## src/rtl/wave_buffer_writer_pkg.sv

```systemverilog
// Shared definitions for the ECG waveform capture writer: sample width and FSM encoding.
package wave_buffer_writer_pkg;

    localparam int SAMPLE_W = 8;

    typedef enum logic [2:0] {
        ST_IDLE  = 3'd0,
        ST_FILL  = 3'd1,
        ST_ARMED = 3'd2,
        ST_POST  = 3'd3,
        ST_HOLD  = 3'd4
    } wb_state_t;

endpackage

```

## src/rtl/wave_trigger_detect.sv

```systemverilog
// Rising-crossing detector: remembers the previous qualifying sample and flags
// prev < trig_level <= sample once at least one sample has been seen since clear.
module wave_trigger_detect
    import wave_buffer_writer_pkg::*;
(
    input  logic                clk,
    input  logic                reset_n,
    input  logic                clear,
    input  logic                qual,
    input  logic [SAMPLE_W-1:0] sample,
    input  logic [SAMPLE_W-1:0] trig_level,
    output logic [SAMPLE_W-1:0] prev,
    output logic                prev_valid,
    output logic                crossing
);

    always_ff @(posedge clk or negedge reset_n) begin
        if (!reset_n) begin
            prev       <= '0;
            prev_valid <= 1'b0;
        end else if (clear) begin
            prev_valid <= 1'b0;
        end else if (qual) begin
            prev       <= sample;
            prev_valid <= 1'b1;
        end
    end

    assign crossing = prev_valid && (prev < trig_level) && (sample >= trig_level);

endmodule

```

## src/rtl/wave_buffer_writer.sv

```systemverilog
// Pre/post-trigger capture of decimated ECG samples into a circular BRAM.
// Optional build macro WAVE_BUFFER_AVG_EN writes the rounded mean of the previous and current sample.
module wave_buffer_writer
    import wave_buffer_writer_pkg::*;
#(
    parameter int DEPTH_LOG2 = 10,
    parameter int PRE_TRIG   = 512,
    parameter int DECIM      = 1
) (
    input  logic                  clk,
    input  logic                  reset_n,
    input  logic [SAMPLE_W-1:0]   sample_in,
    input  logic                  sample_valid,
    input  logic                  arm,
    input  logic                  force_trig,
    input  logic [SAMPLE_W-1:0]   trig_level,
    output logic                  wr_en,
    output logic [DEPTH_LOG2-1:0] wr_adr,
    output logic [SAMPLE_W-1:0]   wr_data,
    output logic [DEPTH_LOG2-1:0] display_base,
    output logic                  capture_done,
    output logic [2:0]            state
);

    localparam int                    DEPTH     = 1 << DEPTH_LOG2;
    localparam logic [DEPTH_LOG2-1:0] PRE_LAST  = DEPTH_LOG2'(PRE_TRIG - 1);
    localparam logic [DEPTH_LOG2-1:0] POST_LAST = DEPTH_LOG2'(DEPTH - PRE_TRIG - 1);
    localparam logic [DEPTH_LOG2-1:0] PRE_OFS   = DEPTH_LOG2'(PRE_TRIG);
    localparam logic [7:0]            DEC_LAST  = 8'(DECIM - 1);

    wb_state_t             state_q, state_d;
    logic [7:0]            dec_cnt;
    logic [DEPTH_LOG2-1:0] wr_ptr;
    logic [DEPTH_LOG2-1:0] wcnt;
    logic                  force_pend;
    logic                  capturing, qual, trig, crossing, prev_valid;
    logic [SAMPLE_W-1:0]   prev, data_out;

    // arm has priority over a coincident sample: the restart discards it.
    assign capturing = (state_q == ST_FILL) || (state_q == ST_ARMED) || (state_q == ST_POST);
    assign qual      = capturing && sample_valid && !arm && (dec_cnt == DEC_LAST);
    assign trig      = (state_q == ST_ARMED) && qual && (crossing || force_trig || force_pend);

    wave_trigger_detect u_trig (
        .clk        (clk),
        .reset_n    (reset_n),
        .clear      (arm),
        .qual       (qual),
        .sample     (sample_in),
        .trig_level (trig_level),
        .prev       (prev),
        .prev_valid (prev_valid),
        .crossing   (crossing)
    );

`ifdef WAVE_BUFFER_AVG_EN
    logic [SAMPLE_W:0] avg_full;
    logic              unused_avg_lsb;
    assign avg_full       = {1'b0, prev} + {1'b0, sample_in} + 9'd1;
    assign unused_avg_lsb = avg_full[0];
    assign data_out       = prev_valid ? avg_full[SAMPLE_W:1] : sample_in;
`else
    logic unused_prev;
    assign unused_prev = ^{prev, prev_valid};
    assign data_out    = sample_in;
`endif

    always_comb begin
        state_d = state_q;
        if (arm) begin
            state_d = ST_FILL;
        end else begin
            case (state_q)
                ST_FILL:  if (qual && wcnt == PRE_LAST) state_d = ST_ARMED;
                ST_ARMED: if (trig) state_d = (POST_LAST == '0) ? ST_HOLD : ST_POST;
                ST_POST:  if (qual && wcnt == POST_LAST) state_d = ST_HOLD;
                default:  state_d = state_q;
            endcase
        end
    end

    always_ff @(posedge clk or negedge reset_n) begin
        if (!reset_n) begin
            state_q      <= ST_IDLE;
            dec_cnt      <= '0;
            wr_ptr       <= '0;
            wcnt         <= '0;
            force_pend   <= 1'b0;
            wr_en        <= 1'b0;
            wr_adr       <= '0;
            wr_data      <= '0;
            display_base <= '0;
        end else begin
            state_q <= state_d;
            wr_en   <= qual;
            if (qual) begin
                wr_adr  <= wr_ptr;
                wr_data <= data_out;
                wr_ptr  <= wr_ptr + 1'b1;
            end
            if (arm) begin
                dec_cnt    <= '0;
                wcnt       <= '0;
                force_pend <= 1'b0;
            end else begin
                if (capturing && sample_valid)
                    dec_cnt <= (dec_cnt == DEC_LAST) ? 8'd0 : dec_cnt + 8'd1;
                // The trigger write is the first of the post-trigger writes.
                if (trig)
                    wcnt <= DEPTH_LOG2'(1);
                else if (qual)
                    wcnt <= wcnt + 1'b1;
                if (state_q != ST_ARMED || trig)
                    force_pend <= 1'b0;
                else if (force_trig)
                    force_pend <= 1'b1;
                if (trig)
                    display_base <= wr_ptr - PRE_OFS;
            end
        end
    end

    assign capture_done = (state_q == ST_HOLD);
    assign state        = state_q;

endmodule

```

## config.mk

```make
export PLATFORM = sky130hd
export DESIGN_NAME = wave_buffer_writer
export DESIGN_NICKNAME = d
export VERILOG_FILES = /design/src/rtl/wave_buffer_writer_pkg.sv /design/src/rtl/wave_trigger_detect.sv /design/src/rtl/wave_buffer_writer.sv
export SDC_FILE = /design/constraint.sdc
export NUM_CORES = 1
export LEC_CHECK = 0
export ABC_AREA = 1
export CORE_ASPECT_RATIO = 1.4
export CORE_MARGIN = 5
export CORE_UTILIZATION = 55
export DETAILED_ROUTE_END_ITERATION = 10
export PLACE_DENSITY = 0.88
export SLEW_MARGIN = 30
export SYNTH_ARGS = -nofsm -noshare
export SYNTH_HDL_FRONTEND = slang
export SYNTH_SLANG_ARGS = --single-unit
```

## constraint.sdc

```tcl
create_clock -name clk -period 3.25 [get_ports clk]
set_clock_uncertainty 0.1 [all_clocks]
set_input_delay 0.65 -clock clk [delete_from_list [all_inputs] [get_ports clk]]
set_output_delay 0.65 -clock clk [all_outputs]
set_load 0.005 [all_outputs]
```

==> results by stage, run 1 <==
Synth:
- The number of synthesized flops with an enable pin is 0.
- The number of distinct library cell variants in the gate-level netlist after synthesis is 31.
- By area the synthesized netlist is led by sky130_fd_sc_hd__dfrtp_1 52%, sky130_fd_sc_hd__nand2_1 14%, sky130_fd_sc_hd__ha_1 7.0%.
- The flip-flop and latch count after synthesis is 70.
- In the synthesized netlist the async set-or-reset flop fraction comes to 100%.
- Of the post-synthesis cell area, the dominant cell type holds 51.8%.
- The mean cell area of the mapped netlist is 8.76 um2.
- The gate count of the mapped netlist is 386.
- For this run, the number of Yosys warnings is 0.
- The dominant register cell in the synthesized netlist is sky130_fd_sc_hd__dfrtp_1.
- The mapped cell area is 0.00338 mm2.
- When the netlist entered floorplanning its net count stood at 426.
- Summing the sequential cell areas from Yosys gives 51.8% of the chip area.
- The largest total area in the synthesized netlist belongs to sky130_fd_sc_hd__dfrtp_1.

Pwr:
- The completed layout was analyzed and its total power is 2.76 mW.
- The largest voltage drop on the vdd net is 0.455 mV.
- In this run the power density over the cells is 650 mW/mm2.
- In this run the static leakage power is 2.15 nW.

Worst setup path:
- STA classifies the critical path endpoint as a flop.
- STA puts the critical path data required time at 3430 ps.
- STA classifies the critical path startpoint as an input port.
- For this run, the slowest stage of the critical path takes 470 ps.
- The critical-path cell with the highest stage delay is sky130_fd_sc_hd__clkdlybuf4s50_1.
- Along the worst path, the maximum fanout reaches 7.
- Data on the critical path arrives at its endpoint at 2580 ps.
- The worst setup path is of the in2reg kind.
- The dominant cell type by count on the critical path is sky130_fd_sc_hd__nand2_1.
- The signal on the critical path passes through clkdlybuf4s50_1 -> inv_1 -> ha_1 -> nand2_1 -> nand3_1 -> nand2_1 -> nand2_1 -> nand2_1 -> nand2_1 -> nand3_1 -> nand2_1 -> nand2_2 -> nand2_2 -> nor2_1 -> nand2_1 -> nand2_1.

Clocking:
- The maximum clock path buffer count is 2.
- The clock transition time at the flip-flop clock pins of the worst setup and hold paths is 70 ps.
- In this run the post-CTS setup repair buffer count came out at 0.
- The H-tree generated during clock tree synthesis spans 3 levels.
- The CTS root buffer is sky130_fd_sc_hd__clkbuf_8.
- The number of buffers created by CTS is 9.
- TritonCTS built the clock tree.
- The insertion delay to the later sink of the worst-skew pair is 340 ps.
- Gates resized during post-CTS repair numbered 0.
- The clock net in this run drives a total of 70 sinks.
- Buffers inserted to repair hold after CTS numbered 0.

GRT:
- The total congestion overflow is 0.
- Entering global routing, the biggest net connects 71 pins.
- The number of antenna violations at the first check in global routing is 0.
- The first global-routing pass estimated 12.4 mm of wire.
- The via count of the first global-routing pass is 2,808.
- The overall global routing resource usage is 19.7%.

Cells and area:
- Leaving out fill and tap cells, the most frequent cell in the layout is sky130_fd_sc_hd__nand2_1.
- The final-stage net count is 487.
- In the final layout, the multi-input gates occupy 0.00143 mm2.
- Once layout is complete, the cells apart from fillers number 522.
- The library cells used most frequently in the layout, excluding fill and tap cells, are 125 x sky130_fd_sc_hd__nand2_1, 70 x sky130_fd_sc_hd__dfrtp_1, 52 x sky130_fd_sc_hd__clkdlybuf4s50_1, 43 x sky130_fd_sc_hd__inv_1, 23 x sky130_fd_sc_hd__nor2_1.
- Registers take 0.00175 mm2.
- Cells with a size suffix above 1 make up 7.96% of the layout.
- 0 antenna diodes ended up in the layout.
- The layout has 449 filler cells.
- Compared with the post-synthesis result, the final layout area differs by 25.7%.

Drt:
- After the first detailed-routing iteration, the DRC count stood at 103.
- In the routed design, unresolved DRC markers number 0.
- Wires add up to 7.32 mm.
- Using the TritonRoute via totals, the vias-per-cell ratio works out to 5.26.
- The final route contains 2,744 vias.
- The first-pass detailed-route iteration total is 4.
- The routed wire length per instance is 14.0 um.
- The remaining antenna violation count is 0.

STA:
- For the pin with the worst max-slew slack, the measured transition is 625 ps.
- The final period utilization is 73.7%.
- Setup repair after global routing left no endpoint under its margin.
- Subtracting the final worst setup slack from the clock period gives 2390 ps.
- The worst max-slew margin expressed relative to the limit is 58.1%.
- The smallest hold slack is 279 ps.
- The number of hold-slack violations in the final timing report is 0.
- The count of final max-slew check failures is 0.
- Timing would allow up to 418 MHz.
- The count of endpoints failing setup in the final report is 0.
- The worst setup slack after layout is 856 ps.
- The sum of negative setup slack is 0 ps.

Placement:
- The port buffer count is 53.
- The number of instances in the placed design is 506.
- The detailed placer's ending HPWL is 5.31 mm.
- The worst setup timing slack at the placement stage is 502 ps.
- At the end of routability-driven placement, the weighted congestion stood at 0.787.

Die:
- The placeable core region is 0.00590 mm2.
- The die covers 0.00784 mm2.
- The starting density of the core is 57.3%.
- The cell row count is 33.
- Measured along the x axis, the die boundary spans 76.3 um.
- The die is 103 um tall.
- The boundary pin count is 54.

Run:
- Across the run, the number of max-cap violations was 0.

Outcome:
- The flow ran to the end, and the final reports show no timing, DRC or antenna violations.

Min path:
- The path type of the worst min-delay path is in2async.
-- registers in the layout (all words and copies together) (netlist names) --
register and cells:
display_base 10, wcnt 10, wr_adr 10, wr_ptr 10
dec_cnt 8, u_trig.prev 8, wr_data 8, state 3
force_pend 1, u_trig.prev_valid 1, wr_en 1
-- routing by layer --
| layer | GRT usage (%) | up-vias | routed length (um) |
|---|---|---|---|
| li1 | - | 1350 | - |
| met1 | 21.5 | 1316 | 2870 |
| met2 | 35.3 | 55 | 3950 |
| met3 | 5.16 | 23 | 283 |
| met4 | 10.2 | 0 | 213 |
| met5 | 0 | - | 0 |
-- critical path: cells and delay by family --
family	cells	cell delay [ps]
buffers and inverters	2	520
adder cells (fa/ha/maj)	1	280
AND/OR/NAND/NOR	13	1120
-- through the flow --
step	instance area, um2	utilization [%]
after floorplan	3380	-
after global placement	3990	67.6
after detailed placement	3990	67.6
after CTS	4240	71.9
after global routing	4250	72.0
final	4250	72.0
-- synthesized netlist by cell type (3+ instances only) --
cell	n
sky130_fd_sc_hd__inv_1	43
sky130_fd_sc_hd__nand2_2	4
sky130_fd_sc_hd__nor3_2	3
sky130_fd_sc_hd__nand4_1	4
sky130_fd_sc_hd__o22ai_1	7
sky130_fd_sc_hd__a21oi_1	5
sky130_fd_sc_hd__clkbuf_1	4
sky130_fd_sc_hd__o21ai_0	20
sky130_fd_sc_hd__nor2_1	23
sky130_fd_sc_hd__xor2_1	18
sky130_fd_sc_hd__nor3_1	6
sky130_fd_sc_hd__dfrtp_1	70
sky130_fd_sc_hd__ha_1	19
sky130_fd_sc_hd__nand2_1	125
sky130_fd_sc_hd__nand3_1	16
-- worst paths after layout --
check	start	endpoint	slack (ps)	cells after the start
max	sample_in[0]	wcnt[3]	860	16
min	reset_n	wr_data[2]	280	2
min in group clk	wr_data[2]	wr_data[2]	390	2
max in group asynchronous	reset_n	display_base[3]	2320	2
min reg2reg	wr_data[2]	wr_data[2]	390	2
max reg2reg	dec_cnt[0]	wr_ptr[8]	1060	11
-- final cells by class --
cell class                      count  share of cell area, %
Sequential cell                    70                   41.2
Timing Repair Buffer               57                   13.2
Clock inverter                      6                   2.74
Clock buffer                       10                   3.24
Multi-Input combinational cell    264                   33.6
Tap cell                           70                   2.06
Inverter                           45                   3.97
-- report_power, final --
| group | leakage [nW] | switching [mW] | total [mW] | internal, mW |
|---|---|---|---|---|
| combinational | 1.09 | 0.340 | 0.702 | 0.363 |
| clock | 0.127 | 0.336 | 0.872 | 0.536 |
| sequential | 0.924 | 0.128 | 1.19 | 1.06 |
| total | 2.15 | 0.804 | 2.76 | 1.96 |
-- logic make-up (layout without fill, tap and decap cells) --
kind of cell | Yosys count | in the layout | share of synthesized area [%]
compound gates | 37 | 37 | 6.07
xor+xnor | 19 | 19 | 4.92
fa+ha+maj | 19 | 19 | 7.03
buf+inv | 52 | 118 | 6.07
flops | 70 | 70 | 51.8
simple gates | 189 | 189 | 24.1
No activity file was read; power rests on OpenSTA's default activity.
==> run 2: changes to the inputs <==
--- a/config.mk
+++ b/config.mk
@@ -8,9 +8,9 @@
 export ABC_AREA = 1
 export CORE_ASPECT_RATIO = 1.4
 export CORE_MARGIN = 5
-export CORE_UTILIZATION = 55
+export CORE_UTILIZATION = 48
 export DETAILED_ROUTE_END_ITERATION = 10
-export PLACE_DENSITY = 0.88
+export PLACE_DENSITY = 0.82
 export SLEW_MARGIN = 30
 export SYNTH_ARGS = -nofsm -noshare
 export SYNTH_HDL_FRONTEND = slang
==> constraint.sdc (replaced) <==
create_clock -name clk -period 2 [get_ports clk]
set_clock_uncertainty 0.1 [all_clocks]
set_input_delay 0.4 -clock clk [delete_from_list [all_inputs] [get_ports clk]]
set_output_delay 0.4 -clock clk [all_outputs]
set_load 0.005 [all_outputs]
==> run 2 against run 1 <==
Against the previous run: hold slack got worse by 40 ps; cell count increased by 9.0%; global-route usage decreased by 2.0 points; wire length increased by 8.0%; non-clock buffer count up 22; cell area increased by 12%; register-to-register slack worse by 1000 ps; sequential power grew 62%; critical path depth fell by 6; die area increased by 13%; worst setup slack worse by 790 ps; critical endpoint is now wcnt[1]; largest power group unchanged; highest routed layer unchanged.
==> results by stage, run 2 (synthesis gave the netlist of run 1 again) <==
Die:
- The die covers 0.00885 mm2.
- The die boundary width is 80.9 um.
- The starting density of the core is 48.8%.
- The cell row count is 36.
- In this run the count of I/O pins placed on the die edge is 54.
- The placeable core region is 0.00694 mm2.
- The vertical extent of the die is 109 um.

Drt:
- The routed wire length per instance is 13.9 um.
- The remaining antenna violation count is 0.
- The final layout contains routed wiring with a total length of 7.90 mm.
- The per-cell via count in the routed design is 4.95.
- The final route contains 2,819 vias.
- The first-pass detailed-route iteration total is 4.
- For this run, design rule violations remaining after detail routing come to 0.
- The first-iteration detailed-routing DRC count is 160.

Pwr:
- The share of total power dissipated in sequential elements is 42.0%.
- The analysis attributes to cell leakage a power of 2.45 nW.
- For this design the ratio of total power to cell area is 969 mW/mm2.
- The switching power total is 1.36 mW.
- Internal power comes to 3.23 mW.
- The combinational group share of total power is 27.9%.
- In this run, the clock network consumes 30.1% of the power.
- Summing internal, switching and leakage power gives 4.60 mW.
- Net switching is 29.7% of the power.
- The worst-case IR drop observed on VDD is 0.675 mV.

Cells and area:
- Relative to the synthesized area, the layout overhead comes to 40.3%.
- The leading cell type in the layout, fill and taps excluded is sky130_fd_sc_hd__nand2_1.
- Once layout is complete, the cells apart from fillers number 569.
- The number of antenna repair diodes is 0.
- The finished cells cover 0.00474 mm2.
- The layout has 506 filler cells.
- For this run, the post-layout net count is 509.
- In the layout the commonest cells are 119 x sky130_fd_sc_hd__nand2_1, 69 x sky130_fd_sc_hd__dfrtp_1, 37 x sky130_fd_sc_hd__clkdlybuf4s50_1, 32 x sky130_fd_sc_hd__inv_1, 20 x sky130_fd_sc_hd__nor2_1.
- Cells with a size suffix above 1 make up 18.8% of the layout.

Clocking:
- Buffers inserted during clock tree synthesis total 9.
- The root buffer cell chosen for the clock tree is sky130_fd_sc_hd__clkbuf_8.
- The TritonCTS clock tree is done.
- The clock transition time at the flip-flop clock pins of the worst setup and hold paths is 70 ps.
- The H-tree level count is 3.
- The maximum clock path buffer count is 2.
- The insertion delay to the later sink of the worst-skew pair is 340 ps.
- The number of sinks driven by the clock tree is 70.

Worst setup path:
- Data arrives at the worst endpoint at 2060 ps.
- The delay of the slowest critical-path stage is 420 ps.
- The dominant cell type by count on the critical path is sky130_fd_sc_hd__nand2_1.
- The critical path is of the reg2reg type.
- The worst setup path is launched from a flop.
- The setup check on the worst reg-to-reg path leaves a slack of 60 ps.
- The signal on the critical path passes through inv_1 -> nand2_1 -> nor2_1 -> inv_1 -> nor2_4 -> nand2_8 -> nand2_4 -> nor2_4 -> nand2_1 -> nand2_1.
- The worst reg2reg path depth is 10.
- The launching element of the worst setup path is state[2].
- STA puts the critical path data required time at 2120 ps.
- The launch point of the worst reg-to-reg path is state[2].
- STA classifies the critical path endpoint as a flop.
- The end point of the critical path is wcnt[1].
- The largest fanout on the critical path is 6.
- The critical-path cell with the highest stage delay is sky130_fd_sc_hd__dfrtp_1.
- In this run the critical register-to-register path is captured at wcnt[1].

STA:
- The number of hold-slack violations in the final timing report is 0.
- The slew at the pin with the worst max-slew slack is 440 ps.
- The count of final max-slew check failures came to 0.
- In the post-route analysis, the smallest setup slack over all paths is 63.8 ps.
- The clock period minus worst slack is 1940 ps.
- The worst pin sits at a relative slew slack of 70.6%.
- The final period utilization is 96.8%.
- Setup violations remaining at the end of the flow were counted as 0.
- The peak clock frequency supported by timing is 516 MHz.

Placement:
- In this run, placement finished with an instance count of 545.
- The wire-length estimate of the detail-placed layout is 5.10 mm.
- The congestion estimate from routability-driven global placement came to 0.841.
- In this run the cell area measured after placement is 0.00414 mm2.
- The worst setup timing slack at the placement stage is -418 ps.
- The port buffer count is 53.

GRT:
- The total congestion overflow is 0.
- The largest net degree at the start of global routing is 71.
- The number of antenna violations at the first check in global routing is 0.
- The overall global routing resource usage is 17.7%.
- The first global-routing pass estimated 12.4 mm of wire.
- The via count of the first global-routing pass was 2,826.

Outcome:
- The flow ran to the end, and the final reports show no timing, DRC or antenna violations.

Run:
- The reported max-cap violation count is 0.

Min path:
- The path type of the worst min-delay path is in2reg.
==> run 2: cell types whose count changed in the layout (fill, tap and decap cells not counted), sizes merged <==
cell	previous run	this run
clkdlybuf4s50	52	37
dlygate4sd3	0	1
dlygate4sd2	0	1
clkbuf	10	11
buf	5	24
clkinv	2	3
dlymetal6s2s	0	14
==> run 2: area by class of cell <==
cell class	instances	area [um2]	share of cell area, %
clock buffer	9	124	2.61
clock inverter	7	121	2.56
inverter	45	174	3.67
multi-input combinational	264	1620	34.1
sequential	70	1750	37.0
tap	95	119	2.51
timing repair buffer	79	833	17.6
==> run 2: how the worst min path moves through the flow <==
| stage | start | end | slack (ps) | cells after the start |
|---|---|---|---|---|
| 4_1_cts | wr_ptr[2] | wr_ptr[2] | 370 | 1 |
| 5_1_grt | sample_in[2] | u_trig.prev[2] | 250 | 3 |
| 3_3_place_gp | reset_n | wr_adr[1] | 350 | 2 |
| 3_5_place_dp | reset_n | wcnt[8] | 360 | 2 |
| 2_1_floorplan | reset_n | dec_cnt[0] | 4 | 0 |
| 6_report | sample_in[2] | u_trig.prev[2] | 240 | 3 |
==> run 2: worst max-delay path, delay by kind of cell (launching register included) <==
kind / cells / cell delay, ps
flops: 1 / 420
buf+inv: 2 / 260
simple gates: 8 / 1040
==> run 2: power groups by stage <==
stage | registers, mW | clock network [mW] | logic [mW]
6_report | 1.93 | 1.39 | 1.28
4_1_cts | 1.92 | 1.40 | 1.19
5_1_grt | 1.98 | 1.47 | 1.43
3_5_place_dp | 1.94 | 0 | 1.17
3_3_place_gp | 1.94 | 0 | 1.13
2_1_floorplan | 1.92 | 0 | 0.527
==> run 2: timing repair <==
item / in CTS / in global routing
cloned: 0 / 2
hold buffers: 1 / 0
endpoints found under the setup margin: 15 / 26
endpoints found under the hold margin: 70 / 0
setup buffers: 1 / 4
gates resized for setup: 7 / 62
pin swaps: 3 / 21
==> run 2: metal layers <==
layer / vias to the layer above / global-route usage, % / wire, um / share of wire [%]
met5: - / 0 / 0 / 0
met4: 0 / 6.40 / 87 / 1.1
met3: 9 / 4.02 / 318 / 4.0
met2: 58 / 29.1 / 4180 / 53
met1: 1362 / 22.9 / 3320 / 42
li1: 1390 / - / - / -
==> run 2: metrics by stage <==
stage	TNS, ps	utilization (%)	hold WS, ps
6_report	0	68.4	239
2_1_floorplan	0	-	4.41
3_3_place_gp	-7480	59.7	352
5_1_grt	-776	68.4	246
3_5_place_dp	-8750	59.7	356
4_1_cts	-16.4	63.7	373
